`config.mk`:
```
export PLATFORM = sky130hd
export DESIGN_NAME = vga_scanout
export DESIGN_NICKNAME = d
export VERILOG_FILES = /design/src/rtl/vga_scanout.sv
export SDC_FILE = /design/constraint.sdc
export NUM_CORES = 1
export LEC_CHECK = 0
export CORE_ASPECT_RATIO = 0.7
export CORE_UTILIZATION = 40
export CTS_CLUSTER_DIAMETER = 50
export DETAILED_ROUTE_END_ITERATION = 10
export MAX_ROUTING_LAYER = met4
export PLACE_DENSITY = 0.78
export SKIP_LAST_GASP = 1
export SYNTH_ARGS = -nofsm -noshare
export SYNTH_HDL_FRONTEND = slang
export SYNTH_SLANG_ARGS = --single-unit
```
`constraint.sdc`:
```
create_clock -name clk -period 2.5 [get_ports clk]
set_input_delay 0.375 -clock clk [delete_from_list [all_inputs] [get_ports clk]]
set_output_delay 0.375 -clock clk [all_outputs]
set_load 0.005 [all_outputs]
```
`src/rtl/vga_scanout.sv`:
```
// vga_scanout: VGA timing generator with framebuffer scan-out.
//
// Two free-running counters (hcount, vcount) define the raster. The counter
// state addresses a 160x120 framebuffer of 9-bit pixels held in a synchronous
// RAM (data returns one clock after the address). Visible/sync flags travel
// through two register stages so that colour, syncs and blanking leave the
// block together, two clocks after the counter state that produced them.
//
// Ports:
//   clk          pixel clock, rising edge
//   resetn       asynchronous active-low reset
//   scan_en      1 = run timing, 0 = counters cleared and held, outputs idle
//   fb_addr      framebuffer read address (row*160 + col, 0 when not visible)
//   fb_rdata     framebuffer pixel {R[8:6],G[5:3],B[2:0]}, one clock after fb_addr
//   vga_r/g/b    8-bit colour, zero outside the visible area
//   vga_hs/vs    active-low syncs
//   vga_blank_n  1 during visible pixels
//   vblank_pulse one-clock pulse at the start of vertical blanking
module vga_scanout #(
  parameter int unsigned H_VIS  = 640,
  parameter int unsigned H_FP   = 16,
  parameter int unsigned H_SYNC = 96,
  parameter int unsigned H_BP   = 48,
  parameter int unsigned V_VIS  = 480,
  parameter int unsigned V_FP   = 10,
  parameter int unsigned V_SYNC = 2,
  parameter int unsigned V_BP   = 33
) (
  input  logic        clk,
  input  logic        resetn,
  input  logic        scan_en,
  output logic [14:0] fb_addr,
  input  logic [8:0]  fb_rdata,
  output logic [7:0]  vga_r,
  output logic [7:0]  vga_g,
  output logic [7:0]  vga_b,
  output logic        vga_hs,
  output logic        vga_vs,
  output logic        vga_blank_n,
  output logic        vblank_pulse
);

  localparam int unsigned H_TOTAL = H_VIS + H_FP + H_SYNC + H_BP;
  localparam int unsigned V_TOTAL = V_VIS + V_FP + V_SYNC + V_BP;
  localparam int unsigned HW = $clog2(H_TOTAL);
  localparam int unsigned VW = $clog2(V_TOTAL);

  localparam logic [HW-1:0] H_LAST   = HW'(H_TOTAL - 1);
  localparam logic [HW-1:0] H_VIS_C  = HW'(H_VIS);
  localparam logic [HW-1:0] HS_FIRST = HW'(H_VIS + H_FP);
  localparam logic [HW-1:0] HS_LAST  = HW'(H_VIS + H_FP + H_SYNC - 1);
  localparam logic [VW-1:0] V_LAST   = VW'(V_TOTAL - 1);
  localparam logic [VW-1:0] V_VIS_C  = VW'(V_VIS);
  localparam logic [VW-1:0] VS_FIRST = VW'(V_VIS + V_FP);
  localparam logic [VW-1:0] VS_LAST  = VW'(V_VIS + V_FP + V_SYNC - 1);

  logic [HW-1:0] hcount;
  logic [VW-1:0] vcount;

  // stage 0 (combinational from counters)
  logic        vis0, hs0, vs0, vbl0;
  logic [14:0] row, col, addr_raw;

  // stage 1 and stage 2 registers
  logic       vis1, hs1, vs1;
  logic       vis2, hs2, vs2;
  logic [7:0] r2, g2, b2;

  function automatic logic [7:0] expand3(input logic [2:0] c);
    return {c, c, c[2:1]};
  endfunction

  always_ff @(posedge clk or negedge resetn) begin
    if (!resetn) begin
      hcount <= '0;
      vcount <= '0;
    end else if (!scan_en) begin
      hcount <= '0;
      vcount <= '0;
    end else if (hcount == H_LAST) begin
      hcount <= '0;
      vcount <= (vcount == V_LAST) ? '0 : vcount + 1'b1;
    end else begin
      hcount <= hcount + 1'b1;
    end
  end

  // Flags are gated by scan_en so that dropping it feeds idle values into
  // the pipeline at once; the two stages then drain without stretching syncs.
  always_comb begin
    vis0 = scan_en && (hcount < H_VIS_C) && (vcount < V_VIS_C);
    hs0  = scan_en && (hcount >= HS_FIRST) && (hcount <= HS_LAST);
    vs0  = scan_en && (vcount >= VS_FIRST) && (vcount <= VS_LAST);
    vbl0 = scan_en && (hcount == '0) && (vcount == V_VIS_C);
  end

  // row*160 + col as row*128 + row*32 + col
  always_comb begin
    row      = 15'(vcount >> 2);
    col      = 15'(hcount >> 2);
    addr_raw = (row << 7) + (row << 5) + col;
    fb_addr  = vis0 ? addr_raw : '0;
  end

  always_ff @(posedge clk or negedge resetn) begin
    if (!resetn) begin
      vis1         <= 1'b0;
      hs1          <= 1'b0;
      vs1          <= 1'b0;
      vis2         <= 1'b0;
      hs2          <= 1'b0;
      vs2          <= 1'b0;
      r2           <= '0;
      g2           <= '0;
      b2           <= '0;
      vblank_pulse <= 1'b0;
    end else begin
      vis1         <= vis0;
      hs1          <= hs0;
      vs1          <= vs0;
      vis2         <= vis1;
      hs2          <= hs1;
      vs2          <= vs1;
      // fb_rdata now belongs to the address issued alongside vis1
      r2           <= vis1 ? expand3(fb_rdata[8:6]) : '0;
      g2           <= vis1 ? expand3(fb_rdata[5:3]) : '0;
      b2           <= vis1 ? expand3(fb_rdata[2:0]) : '0;
      vblank_pulse <= vbl0;
    end
  end

  always_comb begin
    vga_r       = vis2 ? r2 : '0;
    vga_g       = vis2 ? g2 : '0;
    vga_b       = vis2 ? b2 : '0;
    vga_hs      = ~hs2;
    vga_vs      = ~vs2;
    vga_blank_n = vis2;
  end

endmodule

```
==> out/results.tsv <==
metric	value	unit
start_util	0.430	
synth.cell_area	0.00233	mm^2
p_total	1.22	mW
relSlewSlack	0.609	
synth.distinct_cells	45	
numCtsBuffers	5	
min-delay-start	hs1$_DFF_PN0_	
route.detailed.drc	0	
highest_layer	met4	
hold_viol	0	
reg2reg_slack	0.37	ns
crit_type	flop to output pin	
dieWidth	93.2	um
ant_nets	0	
skew	0.00868	ns
synth_cells	245	
grt_setup_unrepaired	yes	
reg2reg_to	vcount[3]$_DFFE_PN0P_	
start_kind	flop	
vdd_drop_max	242	uV
violations	setup timing	
grt_overflow_total	0	
fin_crit_sh	1.19	
yosys_warnings	0	
cts_tree	built	
route.met2.wl	2700	um
holdBufCountCts	0	
root_buffer	clkbuf_8	
hold_class	flop to flop	
required	2.12	ns
io_buffers	54	
worst_slew_pin_slew	0.581	ns
core-area	0.00542	mm^2
worst_slack	-0.464	ns
wl_met1	2670	um
drive_gt1_frac	0.250	
post-place-cells	381	
fin_crit	2.96	ns
antenna_found_initial	0	
drv_slew	0	
syn_avg_cell_area	9.51	um^2
synth_top_flop_cell	dfrtp_1	
via_per_inst	5.21	
grt_max_degree	37	
internal_power	0.955	mW
place_congestion	0.817	
vias	2063	
switching_share	0.218	
clock-sinks	36	
clkPwrFrac	0.412	
crit_start	vcount[4]$_DFFE_PN0P_	
seq_area_frac_synth	0.386	
setup_viol_count_final	6	
syn_nets	278	
critPathCaptureType	output pin	
max_freq	337	MHz
grt_pass1_wl	9620	um
n_antenna_cell	0	
endpoint	fb_addr[14]	
ios	55	
async_reset_ff_frac	1.00	
yosys.area.top_type	dfrtp_1	
outcome	finished with violations	
wirelength	5780	um
rows	22	
cts-htree-levels	2	
p_seq_frac	0.496	
r2r_start	hcount[7]$_DFF_PN0_	
route.met3.wl	321	um
fp.dieH	65.9	um
leakagePower	1.52	nW
die_area	0.00614	mm^2
wl_per_cell	14.6	um
path_max_fanout	6	
drt_first_iter_violations	157	
clk_pin_slew	0.07	ns
clkLatencyLatePin	0.29	ns
pwr-share-comb	0.092	
switchingPower	0.265	mW
area_growth	40.4	%
firstDrtPassIters	4	
p_per_area	373	mW/mm^2
clockBufferDepth	2	
synth-edff-count	0	
grt_pass1_vias	2002	
grtUsageTotal	0.208	
design_area	0.00327	mm^2
ys_ff_latch	36	
place_area	0.00307	mm^2
cap_violations	0	
layoutNonFillerInstCount	396	
synth_area_leaders	dfrtp_1, ha_1, and2_1	
dp_hpwl	4150	um
rr_worst_depth	5	
cp.arrival	2.59	ns
synth_top_area_frac	0.386	
nets	356	
==> critical path, cell delays in order (launching register included) <==
cell and delay [ns]:
dfrtp_1 0.40, buf_4 0.14, buf_4 0.14, ha_1 0.29, ha_1 0.35, o21a_1 0.20
o31a_1 0.14, o31a_1 0.29, o31a_1 0.24, buf_2 0.13
==> state kept, by name, indices dropped and copies added, names as in the netlist <==
| name | flops |
|---|---|
| hcount | 10 |
| vcount | 10 |
| vblank_pulse | 1 |
| vs1 | 1 |
| b2 | 3 |
| r2 | 3 |
| vs2 | 1 |
| hs1 | 1 |
| vis1 | 1 |
| hs2 | 1 |
| vga_blank_n | 1 |
| g2 | 3 |
==> cell type report <==
class | instances | area (um^2)
Fill cell | 457 | 2150
Multi-Input combinational cell | 173 | 1320
Sequential cell | 36 | 901
Timing Repair Buffer | 92 | 801
Tap cell | 72 | 90.1
Clock buffer | 6 | 72.6
Inverter | 15 | 56.3
Clock inverter | 2 | 35.0
==> routing by layer <==
| layer | GRT usage | up-vias |
|---|---|---|
| li1 | - | 1007 |
| met1 | 0.285 | 972 |
| met2 | 0.313 | 73 |
| met3 | 0.0379 | 11 |
| met4 | 0.0673 | 0 |
| met5 | - | - |
==> power groups by stage <==
stage | Combinational (mW) | Sequential [mW] | Clock [mW]
2_1_floorplan | 0.0478 | 0.613 | 0
3_3_place_gp | 0.109 | 0.615 | 0
3_5_place_dp | 0.112 | 0.616 | 0
4_1_cts | 0.112 | 0.605 | 0.510
5_1_grt | 0.125 | 0.607 | 0.542
6_report | 0.112 | 0.605 | 0.503
==> cell usage after synthesis (3+ instances only) <==
cell type,count
or4_1,4
nor2_1,18
buf_4,15
nor3_1,4
o31a_1,3
and2_1,26
inv_1,15
clkbuf_1,3
xor2_1,5
nand2_1,8
dfrtp_1,36
nand3_1,9
xnor2_1,3
o31ai_1,3
and4_1,3
o21ai_0,9
a211oi_1,4
ha_1,19
or3_1,3
nand4b_1,3
nand4_1,5
nor2b_1,3
a21oi_1,11
==> logic make-up after synthesis <==
kind of cell,count (synthesis),share of synthesized area
AND/OR/NAND/NOR,101,0.253
AO/OA/AOI/OAI,41,0.116
XOR/XNOR,8,0.0301
flip-flops,36,0.386
adder cells (fa/ha/maj),21,0.119
buffers and inverters,36,0.0864
multiplexers,2,0.00859
==> repair_timing <==
action	CTS	global route
pin swaps	14	4
gates resized for setup	42	13
buffers inserted	7	1
setup endpoints to repair	15	15
==> stage by stage <==
stage	setup slack, ns	hold slack (ns)	TNS (ns)	utilization
2_1_floorplan	0.0448	0.0794	0	-
3_3_place_gp	-0.486	0.336	-2.29	0.566
6_report	-0.464	0.353	-2.24	0.603
5_1_grt	-0.543	0.360	-2.86	0.603
3_5_place_dp	-0.579	0.338	-2.69	0.566
4_1_cts	-0.455	0.354	-2.12	0.595
==> worst min-delay path by stage <==
stage	end	slack [ns]	depth (start not counted)
final	hs2$_DFF_PN0_	0.35	0
after global routing	hs2$_DFF_PN0_	0.36	0
after CTS	hs2$_DFF_PN0_	0.35	0
after detailed placement	hs2$_DFF_PN0_	0.34	0
after global placement	vs2$_DFF_PN0_	0.34	0
after floorplan	b2[4]$_DFF_PN0_	0.08	0
==> cell usage in the layout (no fill, tap or decap), types with 8 or more instances in the layout <==
master,synthesis,final
nand2_1,8,8
ha_1,19,16
buf_4,15,36
inv_1,15,8
dfrtp_1,36,36
clkdlybuf4s50_1,0,45
a21oi_1,11,10
and2_1,26,26
nor2_1,18,18
nand3_1,9,8
(Power assumes the default switching activity.)
